## src/rtl/mtr_pkg.sv

```systemverilog
// Shared widths and duty constants for the wheel-motor duty slew block.
// Duty 0x400 is the zero-torque midpoint of the 11-bit PWM range.
package mtr_pkg;
   localparam int DUTY_W = 11;
   localparam int SPD_W  = 12;
   localparam logic [DUTY_W-1:0] DUTY_MID   = 11'h400;
   localparam logic [DUTY_W-1:0] PERIOD_MAX = 11'h7FF;
endpackage

```

## src/rtl/mtr_duty_slew_if.sv

```systemverilog
// Command and duty bundle between the motion controller and the duty slew block.
// Duties and at_target are registered outputs of the slave; no backpressure.
interface mtr_duty_slew_if;
   import mtr_pkg::*;

   logic                    en;
   logic                    cmd_vld;
   logic signed [SPD_W-1:0] lft_spd;
   logic signed [SPD_W-1:0] rgt_spd;
   logic [DUTY_W-1:0]       lft_duty;
   logic [DUTY_W-1:0]       rgt_duty;
   logic                    at_target;

   modport master (
      output en, cmd_vld, lft_spd, rgt_spd,
      input  lft_duty, rgt_duty, at_target
   );

   modport slave (
      input  en, cmd_vld, lft_spd, rgt_spd,
      output lft_duty, rgt_duty, at_target
   );
endinterface

```

## src/rtl/mtr_duty_slew_chan.sv

```systemverilog
// One channel: speed-to-target mapping, target register and per-period slew step.
// Target visible one cycle after cmd_vld; duty moves only on the boundary edge.
module slew_chan
   import mtr_pkg::*;
#(
   parameter int STEP = 16
) (
   input  logic                    clk,
   input  logic                    rst_n,
   input  logic                    en,
   input  logic                    cmd_vld,
   input  logic                    bnd,
   input  logic signed [SPD_W-1:0] spd,
   output logic [DUTY_W-1:0]       duty,
   output logic [DUTY_W-1:0]       tgt
);
   localparam logic [SPD_W-1:0]  STEP_S = SPD_W'(STEP);
   localparam logic [DUTY_W-1:0] STEP_D = DUTY_W'(STEP);

   logic [DUTY_W-1:0]       tgt_map;
   logic signed [SPD_W-1:0] diff;
   logic [SPD_W-1:0]        mag;
   logic [DUTY_W-1:0]       duty_nxt;

   // Offset-binary: modulo-2048 add turns -2048 into 0x000 and +2047 into 0x7FF.
   assign tgt_map = DUTY_MID + DUTY_W'(spd >>> 1);

   always_comb begin
      diff     = $signed({1'b0, tgt}) - $signed({1'b0, duty});
      mag      = diff[SPD_W-1] ? SPD_W'(-diff) : SPD_W'(diff);
      duty_nxt = tgt;
      if (mag > STEP_S) begin
         duty_nxt = diff[SPD_W-1] ? (duty - STEP_D) : (duty + STEP_D);
      end
   end

   always_ff @(posedge clk or negedge rst_n) begin
      if (!rst_n) begin
         tgt  <= DUTY_MID;
         duty <= DUTY_MID;
      end else if (!en) begin
         tgt  <= DUTY_MID;
         duty <= DUTY_MID;
      end else begin
         if (cmd_vld) tgt  <= tgt_map;
         if (bnd)     duty <= duty_nxt;
      end
   end
endmodule

```

## src/rtl/mtr_duty_slew.sv

```systemverilog
// Slew-limited left/right PWM duty generator, updates aligned to the PWM period end.
// Duty steps at most STEP counts per 2048-cycle period; en low forces 0x400 next edge.
module mtr_duty_slew
   import mtr_pkg::*;
#(
   parameter int STEP = 16
) (
   input logic            clk,
   input logic            rst_n,
   mtr_duty_slew_if.slave bus
);
   logic [DUTY_W-1:0] prd_cnt;
   logic              bnd;
   logic [DUTY_W-1:0] lft_tgt;
   logic [DUTY_W-1:0] rgt_tgt;

   // Free-running, never gated by en, so it stays phase-locked to the PWM counter.
   always_ff @(posedge clk or negedge rst_n) begin
      if (!rst_n) prd_cnt <= '0;
      else        prd_cnt <= prd_cnt + 1'b1;
   end

   assign bnd = (prd_cnt == PERIOD_MAX);

   slew_chan #(.STEP(STEP)) u_lft (
      .clk     (clk),
      .rst_n   (rst_n),
      .en      (bus.en),
      .cmd_vld (bus.cmd_vld),
      .bnd     (bnd),
      .spd     (bus.lft_spd),
      .duty    (bus.lft_duty),
      .tgt     (lft_tgt)
   );

   slew_chan #(.STEP(STEP)) u_rgt (
      .clk     (clk),
      .rst_n   (rst_n),
      .en      (bus.en),
      .cmd_vld (bus.cmd_vld),
      .bnd     (bnd),
      .spd     (bus.rgt_spd),
      .duty    (bus.rgt_duty),
      .tgt     (rgt_tgt)
   );

   assign bus.at_target = (bus.lft_duty == lft_tgt) && (bus.rgt_duty == rgt_tgt);
endmodule

```

## src/flat_wrapper.sv

```systemverilog
// flat-port wrapper written by rule: the top's interface ports become plain ports
module mtr_duty_slew_flat import mtr_pkg::*;
#(
   parameter int STEP = 16
)
  (clk, rst_n, bus_en, bus_cmd_vld, bus_lft_spd, bus_rgt_spd, bus_lft_duty, bus_rgt_duty, bus_at_target);
  mtr_duty_slew_if bus_i ();
  input logic clk;
  input logic rst_n;
  input wire logic [$bits(bus_i.en)-1:0] bus_en;
  input wire logic [$bits(bus_i.cmd_vld)-1:0] bus_cmd_vld;
  input wire logic [$bits(bus_i.lft_spd)-1:0] bus_lft_spd;
  input wire logic [$bits(bus_i.rgt_spd)-1:0] bus_rgt_spd;
  output wire logic [$bits(bus_i.lft_duty)-1:0] bus_lft_duty;
  output wire logic [$bits(bus_i.rgt_duty)-1:0] bus_rgt_duty;
  output wire logic [$bits(bus_i.at_target)-1:0] bus_at_target;
  assign bus_i.en = bus_en;
  assign bus_i.cmd_vld = bus_cmd_vld;
  assign bus_i.lft_spd = bus_lft_spd;
  assign bus_i.rgt_spd = bus_rgt_spd;
  assign bus_lft_duty = bus_i.lft_duty;
  assign bus_rgt_duty = bus_i.rgt_duty;
  assign bus_at_target = bus_i.at_target;
  mtr_duty_slew #(.STEP(STEP)) u_core (.clk(clk), .rst_n(rst_n), .bus(bus_i));
endmodule
```

## config.mk

```make
export PLATFORM = sky130hd
export DESIGN_NAME = mtr_duty_slew_flat
export DESIGN_NICKNAME = d
export VERILOG_FILES = /design/src/rtl/mtr_pkg.sv /design/src/rtl/mtr_duty_slew_if.sv /design/src/rtl/mtr_duty_slew_chan.sv /design/src/rtl/mtr_duty_slew.sv /design/src/flat_wrapper.sv
export SDC_FILE = /design/constraint.sdc
export NUM_CORES = 1
export LEC_CHECK = 0
export CORE_ASPECT_RATIO = 1.5
export CORE_MARGIN = 5
export CORE_UTILIZATION = 50
export CTS_CLUSTER_DIAMETER = 40
export DETAILED_ROUTE_END_ITERATION = 8
export PLACE_DENSITY = 0.72
export SYNTH_ARGS = -nofsm -noshare
export SYNTH_HDL_FRONTEND = slang
export SYNTH_SLANG_ARGS = --single-unit
```

## constraint.sdc

```tcl
create_clock -name clk -period 5.7 [get_ports clk]
set_input_delay 1.71 -clock clk [delete_from_list [all_inputs] [get_ports clk]]
set_output_delay 1.71 -clock clk [all_outputs]
set_load 0.02 [all_outputs]
```

---- Word level (Yosys, flattened, before mapping) ----
Cells that the tools add are included.
cells by class
  $add $sub $neg .......................... 11
  multiply operators ...................... 0
  div/mod/pow operators ................... 0
  magnitude comparators ................... 2
  equal/unequal tests ..................... 5
  shifts and indexed selects .............. 0
  multiplexer cells ....................... 14
  bitwise logic cells ..................... 0
  reductions and logical operators ........ 1
operators with widths
  cell                                                             count
  two-way mux 11 bit                                               12
  greater-than comparator 12 x 5 -> 1 bit (second input constant)  2
  two-way mux 12 bit                                               2
  negator 12 bit                                                   2
  subtractor 11 x 11 -> 12 bit                                     2
  adder 11 bit (first input constant)                              2
  adder 11 x 5 -> 11 bit (second input constant)                   2
  == test 11 bit                                                   2
  subtractor 11 x 5 -> 11 bit (second input constant)              2
  adder 11 x 1 -> 11 bit (second input constant)                   1
  == test 11 bit (second input constant)                           1
  inequality test 2 x 1 -> 1 bit (second input constant)           2
  logical AND 1 bit                                                1
storage, ports and cells
  register bits after elaboration ......... 55
  latch bits .............................. 0
  RAM bits ................................ 0
  bits in read-only memories .............. 0
  output and inout bits ................... 23
  memories ................................ 0

---- Depth between registers and ports, before layout ----
  depth in word-level cells ............... 7
  gate-level depth with buffers ........... 19

---- Modules after synthesis ----
Synthesis repeated with hierarchy kept, for this count alone.
second synthesis, totals
  cell total of the unflattened synthesis .. 552
  area, all modules ....................... 4948.5 µm²
by module, submodules not included
  module                     instances  cells an instance  area each (µm²)  sequential area each (µm²)
  slew_chan at u_core.u_lft  1          255                2187.1           553.0
  slew_chan at u_core.u_rgt  1          230                2075.7           553.0
  mtr_duty_slew              1          67                 685.7            275.3

---- Least setup slack after synthesis ----
OpenSTA, ideal clock, no wires.
  kind .................................... register to register
  start ................................... reg u_core.u_rgt.duty[4]
  end ..................................... reg u_core.u_rgt.duty[10]
  setup time .............................. 92 ps
  data arrival time ....................... 3750 ps
  data required time ...................... 5608 ps
  slack ................................... 1858 ps
  stages on the path, launching flop included .. 18
  buffers on the path ..................... 0
  period minus slack after synthesis ...... 3842 ps
  cells stage by stage .................... dfrtp_1 -> inv_1 -> ha_1 -> o211a_1 -> o21a_1 -> o31a_1 -> a31oi_1 -> inv_1 -> fa_1 -> inv_1 -> a21oi_1 -> o21bai_1 -> a21o_1 -> a21oi_1 -> xnor2_1 -> or3_1 -> a21oi_1 -> o21ai_1
on the way
  longest elaborated chain between the ends .. 7
  elaborated cells on any way between the ends .. 10
RTL lines
  what                                     line                      RTL
  start: declaration                       mtr_duty_slew_chan.sv:14  output logic [DUTY_W-1:0] duty,
  start signal: assignment                 mtr_duty_slew_chan.sv:46  if (bnd) duty <= duty_nxt;
  subtractor 11 x 11 -> 12 bit             mtr_duty_slew_chan.sv:29  diff = $signed({1'b0, tgt}) - $signed({1'b0, duty});
  negator 12 bit                           mtr_duty_slew_chan.sv:30  mag = diff[SPD_W-1] ? SPD_W'(-diff) : SPD_W'(diff);
  two-way mux 12 bit                       mtr_duty_slew_chan.sv:30
  greater-than comparator 12 x 5 -> 1 bit  mtr_duty_slew_chan.sv:32  if (mag > STEP_S) begin
  two-way mux 11 bit (*)                   mtr_duty_slew_chan.sv:32
  two-way mux 11 bit (*)                   mtr_duty_slew_chan.sv:46
  two-way mux 11 bit (*)                   mtr_duty_slew_chan.sv:41  end else if (!en) begin
Mark *: on every way between the ends. The rest lies on a longest branch, timed or not. The select of a mux whose other input is x is not followed.
A chain may end at the register's enable or synchronous reset.

---- Worst setup path after layout ----
  start ................................... reg u_core.u_lft.duty[10]
  end ..................................... out bus_at_target
on the way
  longest elaborated chain between the ends .. 2
RTL lines
  what                      line                      RTL
  start: declaration        mtr_duty_slew_chan.sv:14
  start signal: assignment  mtr_duty_slew_chan.sv:46
  == test 11 bit            mtr_duty_slew.sv:47       assign bus.at_target = (bus.lft_duty == lft_tgt) && (bus.rgt_duty == rgt_tgt);
  logical AND 1 bit         mtr_duty_slew.sv:47
  end: declaration          flat_wrapper.sv:16        output wire logic [$bits(bus_i.at_target)-1:0] bus_at_target;
No other way between the ends.

==> results.py <==
metrics = {
    "status": {
        "outcome": "completed",
    },
    "synthesis": {
        "synth.distinct_cells": 67,
        "synth-async-reset-ratio_pct": 100,
        "synth_fp_nets": 575,
        "synthCells": 508,
        "synth_top_area_share_pct": 28.2,
        "avgSynthCellArea_sq_um": 8.92,
        "synth-seq-cells": 55,
        "seq_area_frac_synth_pct": 30.5,
        "synth_area_leaders": "dfrtp_1 (28%), ha_1 (9.7%), mux2i_1 (9.1%), xnor2_1 (5.2%), nor2_1 (3.9%)",
        "synth-edff-count": 0,
        "syn_area_sq_um": 4530,
        "yosysTopAreaCell": "dfrtp_1",
        "yosysWarnings": 0,
        "synth_flop_cell": "dfrtp_1",
    },
    "setup_path": {
        "crit_path_max_fanout": 4,
        "worstPathArrival_ns": 2.63,
        "rr_worst_depth": 13,
        "ff2ff_setup_slack_ns": 1.82,
        "critPathKind": "reg2out",
        "r2r_end": "u_core.u_rgt.duty[4]$_DFFE_PN0P_",
        "startpoint_type": "register",
        "endpoint_kind": "primary output",
        "worstPathRequired_ns": 3.99,
        "reg2reg_from": "u_core.u_rgt.tgt[0]$_DFFE_PN0P_",
    },
    "final_layout": {
        "ff_latch_area_sq_um": 1380,
        "stdcell_area_sq_um": 5250,
        "drive_above_1_share_pct": 5.26,
        "area.growth.synth_to_final_pct": 15.8,
        "nets": 617,
        "multiInputGateArea_sq_um": 2930,
        "fillers": 787,
        "insertedDiodeCount": 0,
    },
    "detailed_routing": {
        "finalWirelength_um": 10900,
        "drt-initial-drc-count": 211,
        "detail_route.vias_per_cell": 5.81,
        "drc": 0,
        "firstDrtPassIters": 4,
        "route.vias.total": 3840,
        "drt-wirelength-per-cell_um": 16.5,
        "ant_nets": 0,
    },
    "placed_design": {
        "io_buffer_count": 48,
        "place_area_sq_um": 5100,
        "gp_congestion": 0.862,
        "dp_hpwl_um": 8390,
    },
    "pwr": {
        "powerDensity_nw_per_um2": 202,
        "irDropWorstVdd_v": 0.000151,
        "p_leak_nw": 2.41,
    },
    "timing": {
        "fmax_mhz": 230,
        "min_period_ns": 4.34,
        "rsz0062_at_grt": "false",
        "worst_slew_pin_slew_ns": 1.01,
        "fin_tns_setup_ns": 0,
        "drv_slew": 0,
        "setup_viol": 0,
        "finalCritPeriodShare_pct": 76.2,
        "clock_skew_ns": 0.00983,
        "slew_headroom_pct": 32.4,
        "finalHoldViolations": 0,
    },
    "global_route": {
        "antenna_found_initial": 0,
        "track_usage_pct": 20.9,
        "grt_overflow": 0,
        "grt_pass1_vias": 3960,
        "grt_pass1_wl_um": 18800,
        "grt_max_degree": 56,
    },
    "worst_hold_path": {
        "min-delay-path-class": "reg2reg",
        "min_from": "u_core.prd_cnt[0]$_DFF_PN0_",
        "whs_endpoint": "u_core.prd_cnt[0]$_DFF_PN0_",
        "whs_path_depth": 1,
    },
    "clock_network": {
        "hold_buffers": 0,
        "cts_buffer_depth": 2,
        "cts_setup_buffers": 0,
        "htree_levels": 2,
        "numCtsBuffers": 5,
        "path_clk_slew_ns": 0.07,
        "root_buffer": "clkbuf_16",
        "cts_tree": "yes",
        "cts-resized-gates": 0,
        "clk_latency_ns": 0.30,
        "cts.sinks": 55,
    },
    "floorplanning": {
        "core-area_sq_um": 8830,
        "io_pins": 51,
        "die_y_um": 127,
        "fp.dieW_um": 87.7,
        "initial_core_util_pct": 51.3,
        "rows": 42,
        "dieArea_sq_um": 11100,
    },
    "job": {
        "cap_violations": 0,
    },
}
-- worst max-delay path, stage by stage (launching register included) --
cell and delay (ns):
dfstp_2 0.55, inv_1 0.06, ha_1 0.33, and4_1 0.30, nand3_1 0.14, nor4_1 0.28, clkdlybuf4s50_1 0.67
-- state kept, by name, summed over array words and instances, names as in the netlist --
name               count
u_core.prd_cnt        11
u_core.u_rgt.tgt      11
u_core.u_lft.duty     11
u_core.u_rgt.duty     11
u_core.u_lft.tgt      11
-- worst max-delay path by stage --
| stage | startpoint | endpoint | cells past startpoint |
|---|---|---|---|
| final | u_core.u_lft.duty[10]$_DFFE_PN1P_ | bus_at_target | 6 |
| after global routing | u_core.u_lft.duty[4]$_DFFE_PN0P_ | bus_at_target | 6 |
| after CTS | u_core.u_lft.duty[10]$_DFFE_PN1P_ | bus_at_target | 6 |
| after detailed placement | u_core.u_lft.duty[10]$_DFFE_PN1P_ | bus_at_target | 6 |
| after global placement | u_core.u_lft.duty[10]$_DFFE_PN1P_ | bus_at_target | 6 |
| after floorplan | u_core.u_rgt.duty[4]$_DFFE_PN0P_ | u_core.u_rgt.duty[10]$_DFFE_PN1P_ | 17 |
-- cell usage in the layout, fill, tap and decap left out, types with 8 or more instances in the layout --
cell,synthesis,final
mux2i_1,41,41
nor3_1,10,10
nand2_1,25,25
a21o_1,8,8
dfrtp_1,51,51
and3_1,13,13
a211oi_1,9,9
a21oi_1,29,29
nor2b_1,8,8
nand3_1,18,18
nor2_1,47,47
xor2_1,9,9
xnor2_1,27,27
ha_1,35,35
o21ai_0,25,25
inv_1,40,40
clkdlybuf4s50_1,0,47
-- per-stage QoR --
stage               cells  setup WS (ns)  hold slack, ns  power [mW]  util (%)
finish                661           1.36           0.474        1.06      59.5
global route          661           1.19           0.498        1.13      59.5
CTS                   661           1.38           0.480        1.07      59.5
detailed placement    653           1.71           0.470       0.759      57.8
global placement      653           1.72           0.454       0.748      57.8
floorplan             508           1.86           0.438       0.670         -
-- synthesized netlist by cell type, drive strengths merged, types with 3 or more instances --
| library cell | n |
|---|---|
| dfrtp | 51 |
| nor2 | 48 |
| mux2i | 41 |
| inv | 40 |
| ha | 35 |
| a21oi | 29 |
| o21ai | 27 |
| xnor2 | 27 |
| nand2 | 25 |
| nand3 | 18 |
| and3 | 14 |
| clkbuf | 13 |
| nor3 | 10 |
| a211oi | 9 |
| xor2 | 9 |
| a21o | 8 |
| nor2b | 8 |
| nand4 | 6 |
| o21a | 6 |
| or3 | 6 |
| a31oi | 5 |
| buf | 4 |
| dfstp | 4 |
| fa | 4 |
| or2 | 4 |
| a2111oi | 3 |
| a311o | 3 |
| and2 | 3 |
| and3b | 3 |
| and4 | 3 |
| mux2 | 3 |
| nand2b | 3 |
| o2111a | 3 |
| o22ai | 3 |
-- routing by layer --
metal,share of wire [%],GRT usage (%)
met5,0,0
met2,54,38.1
met1,42,24.9
met3,2.2,2.99
met4,1.9,6.05
-- power by group --
part	total (mW)	internal (mW)	switching [mW]
Combinational	0.345	0.153	0.192
Clock	0.309	0.162	0.147
Sequential	0.408	0.399	0.00839
-- final cells by class --
class                           instances  share of cell area, %
Clock buffer                            5                   2.38
Multi-Input combinational cell        396                   55.8
Tap cell                              110                   2.62
Clock inverter                          3                  0.381
Timing Repair Buffer                   52                   9.63
Inverter                               40                   2.86
Sequential cell                        55                   26.3
-- cells by family after synthesis --
family / after synthesis / synth area share (%)
AND/OR/NAND/NOR: 161 / 18.7
adder cells (fa/ha/maj): 39 / 11.4
XOR/XNOR: 36 / 6.96
buffers and inverters: 57 / 4.91
flip-flops: 55 / 30.5
multiplexers: 44 / 9.80
AO/OA/AOI/OAI: 116 / 17.8
Note: power is estimated with default switching activity, not from simulation.
